`config.mk`:
```
export PLATFORM = sky130hd
export DESIGN_NAME = vga_timing_gen_flat
export DESIGN_NICKNAME = d
export VERILOG_FILES = /design/src/rtl/vga_timing_pkg.sv /design/src/rtl/vga_timing_gen_if.sv /design/src/rtl/vga_pipe_dly.sv /design/src/rtl/vga_timing_gen.sv /design/src/flat_wrapper.sv
export SDC_FILE = /design/constraint.sdc
export NUM_CORES = 1
export LEC_CHECK = 0
export ABC_AREA = 1
export BUFFER_PORTS_ARGS = -buffer_cell sky130_fd_sc_hd__buf_4
export CAP_MARGIN = 5
export CORE_UTILIZATION = 61
export CTS_CLUSTER_DIAMETER = 80
export DETAILED_ROUTE_END_ITERATION = 8
export PLACE_DENSITY = 0.84
export SLEW_MARGIN = 10
export SYNTH_ARGS = -nofsm -noshare
export SYNTH_HDL_FRONTEND = slang
export SYNTH_SLANG_ARGS = --single-unit
```
`constraint.sdc`:
```
create_clock -name clk -period 2.3 [get_ports clk]
set_clock_uncertainty 0.2 [all_clocks]
set_input_delay 0 -clock clk [delete_from_list [all_inputs] [get_ports clk]]
set_output_delay 0 -clock clk [all_outputs]
set_load 0.005 [all_outputs]
```
`src/rtl/vga_timing_pkg.sv`:
```
// rtl/vga_timing_pkg.sv - shared video mode constants, polarity constants and counter-width helper
package vga_timing_pkg;

  localparam bit POL_ACTIVE_HIGH = 1'b1;
  localparam bit POL_ACTIVE_LOW  = 1'b0;

  typedef struct packed {
    int h_active;
    int h_fp;
    int h_sync;
    int h_bp;
    int v_active;
    int v_fp;
    int v_sync;
    int v_bp;
    bit hsync_pol;
    bit vsync_pol;
    int pixel_hz;
  } mode_t;

  // 800x525 total, 25 MHz pixel clock
  localparam mode_t VGA_640x480_60 = '{
    h_active: 640, h_fp: 16, h_sync: 96, h_bp: 48,
    v_active: 480, v_fp: 10, v_sync: 2,  v_bp: 33,
    hsync_pol: POL_ACTIVE_LOW, vsync_pol: POL_ACTIVE_LOW,
    pixel_hz: 25_000_000
  };

  // 1040x666 total, 50 MHz pixel clock
  localparam mode_t SVGA_800x600_72 = '{
    h_active: 800, h_fp: 56, h_sync: 120, h_bp: 64,
    v_active: 600, v_fp: 37, v_sync: 6,   v_bp: 23,
    hsync_pol: POL_ACTIVE_HIGH, vsync_pol: POL_ACTIVE_HIGH,
    pixel_hz: 50_000_000
  };

  // Bits needed for a counter running 0..total-1.
  function automatic int cnt_width(input int total);
    return (total < 2) ? 1 : $clog2(total);
  endfunction

endpackage

```
`src/rtl/vga_timing_gen_if.sv`:
```
// rtl/vga_timing_gen_if.sv - raster timing bundle between generator and video consumers
// ce: pixel-clock enable into the generator; remaining signals are generator outputs.
interface vga_timing_gen_if #(
  parameter int HW = 11,
  parameter int VW = 10
);
  logic          ce;
  logic          hsync;
  logic          vsync;
  logic          de;
  logic [HW-1:0] hpos;
  logic [VW-1:0] vpos;
  logic          line_start;
  logic          frame_start;
  logic          vblank;

  modport master (
    input  ce,
    output hsync, vsync, de, hpos, vpos, line_start, frame_start, vblank
  );

  modport slave (
    output ce,
    input  hsync, vsync, de, hpos, vpos, line_start, frame_start, vblank
  );
endinterface

```
`src/rtl/vga_pipe_dly.sv`:
```
// rtl/vga_pipe_dly.sv - ce-gated shift register of DEPTH stages with synchronous reset
// Ports: clk, rst (sync, active-high), ce (advance enable), d (W bits in), q (W bits out).
// DEPTH=0 is a plain wire.
module vga_pipe_dly #(
  parameter int           W       = 8,
  parameter int           DEPTH   = 1,
  parameter logic [W-1:0] RST_VAL = '0
) (
  input  logic         clk,
  input  logic         rst,
  input  logic         ce,
  input  logic [W-1:0] d,
  output logic [W-1:0] q
);

  if (DEPTH == 0) begin : g_bypass
    assign q = d;
  end else begin : g_stages
    logic [W-1:0] sr [DEPTH];

    always_ff @(posedge clk) begin
      if (rst) begin
        for (int i = 0; i < DEPTH; i++) sr[i] <= RST_VAL;
      end else if (ce) begin
        sr[0] <= d;
        for (int i = 1; i < DEPTH; i++) sr[i] <= sr[i-1];
      end
    end

    assign q = sr[DEPTH-1];
  end

endmodule

```
`src/rtl/vga_timing_gen.sv`:
```
// rtl/vga_timing_gen.sv - parametrised VGA/SVGA raster timing generator with ce and output delay
// Ports: clk, rst (sync, active-high), vif (master: ce in; hsync, vsync, de, hpos, vpos,
// line_start, frame_start, vblank out, all registered).
module vga_timing_gen
  import vga_timing_pkg::*;
#(
  parameter int H_ACTIVE  = 800,
  parameter int H_FP      = 56,
  parameter int H_SYNC    = 120,
  parameter int H_BP      = 64,
  parameter int V_ACTIVE  = 600,
  parameter int V_FP      = 37,
  parameter int V_SYNC    = 6,
  parameter int V_BP      = 23,
  parameter bit HSYNC_POL = 1'b1,
  parameter bit VSYNC_POL = 1'b1,
  parameter int HW        = 11,
  parameter int VW        = 10,
  parameter int PIPE_DLY  = 0
) (
  input logic              clk,
  input logic              rst,
  vga_timing_gen_if.master vif
);

  localparam int H_TOTAL  = H_ACTIVE + H_FP + H_SYNC + H_BP;
  localparam int V_TOTAL  = V_ACTIVE + V_FP + V_SYNC + V_BP;
  localparam int HS_FIRST = H_ACTIVE + H_FP;
  localparam int HS_LAST  = H_ACTIVE + H_FP + H_SYNC - 1;
  localparam int VS_FIRST = V_ACTIVE + V_FP;
  localparam int VS_LAST  = V_ACTIVE + V_FP + V_SYNC - 1;

  // Bundle layout: {hsync, vsync, de, line_start, frame_start, vblank, hpos, vpos}
  localparam int OW = 6 + HW + VW;
  localparam logic [OW-1:0] RST_WORD = {~HSYNC_POL, ~VSYNC_POL, 4'b0000, {HW{1'b0}}, {VW{1'b0}}};

  if (HW < cnt_width(H_TOTAL)) begin : g_err_hw
    $error("vga_timing_gen: HW too narrow for H_TOTAL");
  end
  if (VW < cnt_width(V_TOTAL)) begin : g_err_vw
    $error("vga_timing_gen: VW too narrow for V_TOTAL");
  end
  if (H_FP == 0 || H_SYNC == 0 || H_BP == 0 || V_FP == 0 || V_SYNC == 0 || V_BP == 0) begin : g_err_zero
    $error("vga_timing_gen: porch and sync widths must be non-zero");
  end
  if (PIPE_DLY < 0 || PIPE_DLY > 15) begin : g_err_dly
    $error("vga_timing_gen: PIPE_DLY must be 0..15");
  end

  logic [HW-1:0] h;
  logic [VW-1:0] v;
  logic          h_last;
  logic          v_last;

  assign h_last = (h == HW'(H_TOTAL - 1));
  assign v_last = (v == VW'(V_TOTAL - 1));

  always_ff @(posedge clk) begin
    if (rst) begin
      h <= '0;
      v <= '0;
    end else if (vif.ce) begin
      if (h_last) begin
        h <= '0;
        v <= v_last ? '0 : v + 1'b1;
      end else begin
        h <= h + 1'b1;
      end
    end
  end

  // Decode from the pre-advance counter value so stage 0 is coherent with hpos/vpos.
  logic in_hs, in_vs, in_de, is_ls, is_fs, is_vb;

  always_comb begin
    in_hs = (h >= HW'(HS_FIRST)) && (h <= HW'(HS_LAST));
    in_vs = (v >= VW'(VS_FIRST)) && (v <= VW'(VS_LAST));
    in_de = (h < HW'(H_ACTIVE)) && (v < VW'(V_ACTIVE));
    is_ls = (h == '0);
    is_fs = (h == '0) && (v == '0);
    is_vb = (v >= VW'(V_ACTIVE));
  end

  logic [OW-1:0] s0;

  always_ff @(posedge clk) begin
    if (rst) begin
      s0 <= RST_WORD;
    end else if (vif.ce) begin
      s0 <= {in_hs ? HSYNC_POL : ~HSYNC_POL,
             in_vs ? VSYNC_POL : ~VSYNC_POL,
             in_de, is_ls, is_fs, is_vb, h, v};
    end
  end

  logic [OW-1:0] q;

  vga_pipe_dly #(
    .W      (OW),
    .DEPTH  (PIPE_DLY),
    .RST_VAL(RST_WORD)
  ) u_pipe (
    .clk(clk),
    .rst(rst),
    .ce (vif.ce),
    .d  (s0),
    .q  (q)
  );

  assign vif.hsync       = q[OW-1];
  assign vif.vsync       = q[OW-2];
  assign vif.de          = q[OW-3];
  assign vif.line_start  = q[OW-4];
  assign vif.frame_start = q[OW-5];
  assign vif.vblank      = q[OW-6];
  assign vif.hpos        = q[HW+VW-1:VW];
  assign vif.vpos        = q[VW-1:0];

endmodule

```
`src/flat_wrapper.sv`:
```
// flat-port wrapper written by rule: the top's interface ports become plain ports
module vga_timing_gen_flat import vga_timing_pkg::*;
#(
  parameter int H_ACTIVE  = 800,
  parameter int H_FP      = 56,
  parameter int H_SYNC    = 120,
  parameter int H_BP      = 64,
  parameter int V_ACTIVE  = 600,
  parameter int V_FP      = 37,
  parameter int V_SYNC    = 6,
  parameter int V_BP      = 23,
  parameter bit HSYNC_POL = 1'b1,
  parameter bit VSYNC_POL = 1'b1,
  parameter int HW        = 11,
  parameter int VW        = 10,
  parameter int PIPE_DLY  = 0
)
  (clk, rst, vif_ce, vif_hsync, vif_vsync, vif_de, vif_hpos, vif_vpos, vif_line_start, vif_frame_start, vif_vblank);
  vga_timing_gen_if #(.HW(HW), .VW(VW)) vif_i ();
  input logic clk;
  input logic rst;
  input wire logic [$bits(vif_i.ce)-1:0] vif_ce;
  output wire logic [$bits(vif_i.hsync)-1:0] vif_hsync;
  output wire logic [$bits(vif_i.vsync)-1:0] vif_vsync;
  output wire logic [$bits(vif_i.de)-1:0] vif_de;
  output wire logic [$bits(vif_i.hpos)-1:0] vif_hpos;
  output wire logic [$bits(vif_i.vpos)-1:0] vif_vpos;
  output wire logic [$bits(vif_i.line_start)-1:0] vif_line_start;
  output wire logic [$bits(vif_i.frame_start)-1:0] vif_frame_start;
  output wire logic [$bits(vif_i.vblank)-1:0] vif_vblank;
  assign vif_i.ce = vif_ce;
  assign vif_hsync = vif_i.hsync;
  assign vif_vsync = vif_i.vsync;
  assign vif_de = vif_i.de;
  assign vif_hpos = vif_i.hpos;
  assign vif_vpos = vif_i.vpos;
  assign vif_line_start = vif_i.line_start;
  assign vif_frame_start = vif_i.frame_start;
  assign vif_vblank = vif_i.vblank;
  vga_timing_gen #(.H_ACTIVE(H_ACTIVE), .H_FP(H_FP), .H_SYNC(H_SYNC), .H_BP(H_BP), .V_ACTIVE(V_ACTIVE), .V_FP(V_FP), .V_SYNC(V_SYNC), .V_BP(V_BP), .HSYNC_POL(HSYNC_POL), .VSYNC_POL(VSYNC_POL), .HW(HW), .VW(VW), .PIPE_DLY(PIPE_DLY)) u_core (.clk(clk), .rst(rst), .vif(vif_i));
endmodule
```
# == Word level (Yosys, flattened, before mapping) ==
# Cells that the tools add are included.
# totals
regBits,48
in_bits,3
# classes
reduce_logical,7
add_sub_neg,2
n_lt_le_gt_ge,7
n_mux,4
n_eq_ne,2
# ops
operator,n
>= comparator 10 bit (second input constant),2
adder 11 x 1 -> 11 bit (second input constant),1
equality test 11 bit (second input constant),1
>= comparator 11 x 10 -> 1 bit (second input constant),1
<= comparator 11 x 10 -> 1 bit (second input constant),1
logical NOT 11 bit,1
less-than comparator 11 x 10 -> 1 bit (second input constant),1
two-way mux 11 bit,1
adder 10 x 1 -> 10 bit (second input constant),1
equality test 10 bit (second input constant),1
<= comparator 10 bit (second input constant),1
logical NOT 10 bit,1
less-than comparator 10 bit (second input constant),1
two-way mux 10 bit,1
logical AND 1 bit,4
two-way mux 1 bit,2
AND reduction 2 bit,1

# == Logic depth before layout (Yosys ltp) ==
# logic_depth
depth_word,3
depth_mapped,9

# == Cells and area by module ==
# Synthesis repeated with hierarchy kept, for this count alone.
# hier_totals
hier_cells,352
hier_area_um2,2537.4
# by_module_without_submodules
mod,cells_per_inst,area_each_um2,instances
vga_timing_gen,325,2334.7,1
vga_pipe_dly,27,202.7,1

# == Least setup slack after synthesis ==
# Ideal clock, no wire load.
# synth_path
kind,reg2reg
startpoint,reg u_core.h[0]
endpoint,reg u_core.v[2]
setup_slack_ns,0.771
setup_time_ns,0.111
path_stages_with_launch,9
t_arrival_ns,1.218
period_less_slack_ns,1.529
cell_sequence,dfxtp_1 ha_1 nand4_1 nor2_4 nand2_4 nand2_2 nand2_1 inv_1 nor2_1
# synth_between
elab_chain_len,2
# synth_rtl
item,line_no,text
start: declaration,vga_timing_gen.sv:50,logic [HW-1:0] h;
start signal: assignment,vga_timing_gen.sv:67,h <= h + 1'b1;
equality test 11 bit,vga_timing_gen.sv:55,assign h_last = (h == HW'(H_TOTAL - 1));
AND reduction 2 bit (no line),-,
end signal: assignment,vga_timing_gen.sv:65,v <= v_last ? '0 : v + 1'b1;
end: declaration,vga_timing_gen.sv:51,logic [VW-1:0] v;
# Every way passes these cells.
# A chain may end at the register's enable or synchronous reset.

# == Worst setup path in the final report ==
# layout_path
startpoint,reg u_core.h[1]
endpoint,reg u_core.v[2]
# The elaborated chain is that of the path after synthesis.

==> summary.md <==
| Metric | Value |
|---|---|
| Met2 Usage GRT | 42.6% |
| First-pass GRT wire length | 8650 microns |
| Vias in the first global route | 1867 |
| Fin nets | 350 |
| Met1 Use GR | 40.8% |
| Core ar. | 3390 sq um |
| Largest net degree at the start of global routing | 40 |
| Crit Path Max Fanout | 10 |
| Final hold violations | 0 |
| Clock Path Buffers | 2 |
| Worst-skew pair later-pin latency | 0.34 ns |
| # IOs | 30 |
| Worst hold path type | reg -> reg |
| First-pass DRT Iterations | 4 |
| Hold_sp | u_core.s0[26]$_SDFFE_PP0P_ |
| DIE HEIGHT | 62.1 microns |
| Total Wirelength | 4970 microns |
| Fmax | 0.580 GHz |
| First DRT Iteration DRCs | 87 |
| Critical path startpoint | u_core.h[1]$_SDFFE_PP0P_ |
| Post-synth EDFFs | 0 |
| Antenna diode count | 0 |
| CTS root buffer | clkbuf_4 |
| Initial antenna violation count | 0 |
| WP data required | 2.36 ns |
| Wire per inst | 12.9 microns |
| Die width | 62.1 microns |
| Total Routing Usage GR | 27.9% |
| WP data arrival | 1.78 ns |
| Max_cap viols | 0 |
| Seq cells post-synth | 48 |
| Ranking of synthesized cells by area | dfxtp_1 44%, nand2_1 11%, nor2_1 8.2%, a21oi_1 6.8%, inv_1 5.8% |
| Syn-to-layout area delta | 14.0% |
| Setup violators final | 0 |
| Yosys warning count | 0 |
| Total gr overflow | 0 |
| Status | complete, no violations |
| Post-CTS setup buffer count | 0 |
| Hpwl dp | 3600 microns |
| Actual slew at the worst max-slew pin | 0.465 ns |
| RR Startpoint | u_core.h[1]$_SDFFE_PP0P_ |
| Die Footprint | 3860 sq um |
| PD cells | 528 nW/um^2 |
| Synth Flop Type | dfxtp_1 |
| Via count | 2033 |
| Initial core utilization | 65.1% |
| Setup CP Type | reg -> reg |
| Port Buf Inserts | 29 |
| Minimum clock period | 1.72 ns |
| Element type at the critical path start | register |
| Top-area cell type share of the netlist area | 43.6% |
| Seq/Total Area, Yosys | 43.6% |
| Post-synthesis cell count | 311 |
| Most common cell in the netlist | nand2_1 |
| Sum of negative setup slack | 0 ns |
| Worst vdd ir | 447 uV |
| H-tree Lvls | 2 |
| # DRC | 0 |
| Yosys top cell by area | dfxtp_1 |
| Placer Congestion | 0.994 |
| Final Max Tran Viols | 0 |
| Met3 usage | 4.96% |
| Fin util | 74.2% |
| TritonCTS Buffers | 5 |
| TritonCTS clock tree | yes |
| Row cnt | 21 |
| Post-synthesis area per instance | 7.09 sq um |
| Asr flop ratio synth | 0% |
| Commonest cells post-synth | 63 x nand2_1, 48 x dfxtp_1, 48 x nor2_1 |
| # clock sinks | 48 |
| GRT Max-Usage Layer | met2 |
| Crit. End Element | register |
| Antenna Nets Post-Route | 0 |
| Syn Nets | 321 |
| Leak pwr | 1.15 nW |
| RSZ-0062 raised after global routing | false |
| Share of layout cells above drive strength 1 | 12.6% |
| CTS clk-pin slew, worst paths | 0.13 ns |
| Hold Path Depth | 2 |
| Slew margin rel. | 68.9% |
| Internal reg-to-reg setup slack | 0.58 ns |
| Vias/cell | 5.27 |
| Synthesized area | 2210 sq um |
| Worst r2r path cells | 8 |
| Netlist cell types | 25 |
| Fin crit share | 75.0% |
final timing paths:
check                               endpoint
setup / recovery    u_core.v[2]$_SDFFE_PP0P_
hold / removal    u_core.s0[26]$_SDFFE_PP0P_
setup reg to reg    u_core.v[2]$_SDFFE_PP0P_
hold reg to reg   u_core.s0[26]$_SDFFE_PP0P_
layout by cell type (no fill, tap or decap), drive strengths merged:
cell type | synthesis | final
nand2 | 65 | 65
nor3 | 7 | 7
nor2 | 50 | 50
o22ai | 1 | 1
xor2 | 6 | 6
clkbuf | 6 | 6
o21bai | 2 | 2
nand3 | 17 | 17
ha | 7 | 7
a21oi | 30 | 30
dfxtp | 48 | 48
buf | 5 | 31
o21ai | 24 | 24
o211ai | 1 | 1
clkinv | 1 | 2
a211oi | 1 | 1
dlygate4sd3 | 0 | 2
nand4 | 5 | 5
a31oi | 1 | 1
inv | 34 | 34
registers in the layout (all words and copies together) (netlist names):
| name | count |
|---|---|
| u_core.v | 10 |
| u_core.s0 | 27 |
| u_core.h | 11 |
kinds of logic after synthesis:
logic type / after synthesis / synth area share (%)
xor gates and xnor gates: 6 / 2.38
and+or+nand+nor: 144 / 27.6
buffers and inverters: 46 / 8.34
DFF: 48 / 43.6
AOI/OAI and AO/OA: 60 / 14.2
adders and majority gates: 7 / 3.97
worst max-delay path: stages, from the launching register on:
cell and delay [ns]:
dfxtp_1 0.40, ha_1 0.23, nand4_1 0.16, nor2_4 0.18, nand2_4 0.13, nand2_2 0.14
nand2_1 0.09, inv_1 0.07, nor2_1 0.04
power by group:
part,switching (W),internal (W),leakage [nW]
sequential,0.0000122,0.000853,0.391
clock,0.000243,0.000113,0.0281
combinational,0.0000598,0.0000464,0.728
repair_timing:
action	CTS	global route
setup endpoints to repair	0	0
gates resized for setup	0	0
endpoints found under the hold margin	27	0
hold buffers	2	0
area by class of cell:
class / count / area, sq um
inverters: 35 / 136
clock buffers: 6 / 41.3
clock inverters: 1 / 5.00
flip-flops and latches: 48 / 961
multi-input cells: 217 / 1060
well taps: 46 / 57.6
fillers: 276 / 875
repair buffers: 33 / 253
per-stage QoR:
step                hold WS (ns)  worst slack [ns]  cell area [sq um]  cells  total power (W)
detailed placement         0.167             0.599               2450    377         0.000987
CTS                        0.276             0.581               2510    386          0.00133
global route               0.303             0.409               2510    386          0.00140
floorplan                -0.0374             0.771               2210    311         0.000942
global placement           0.163             0.649               2450    377         0.000985
finish                     0.274             0.576               2510    386          0.00133
routing by layer:
metal / share of wire [%] / routed length, microns
met1: 51 / 2530
met2: 43 / 2120
met3: 5.8 / 287
met4: 0.82 / 41
met5: 0 / 0
No activity file was read; power rests on OpenSTA's default activity.
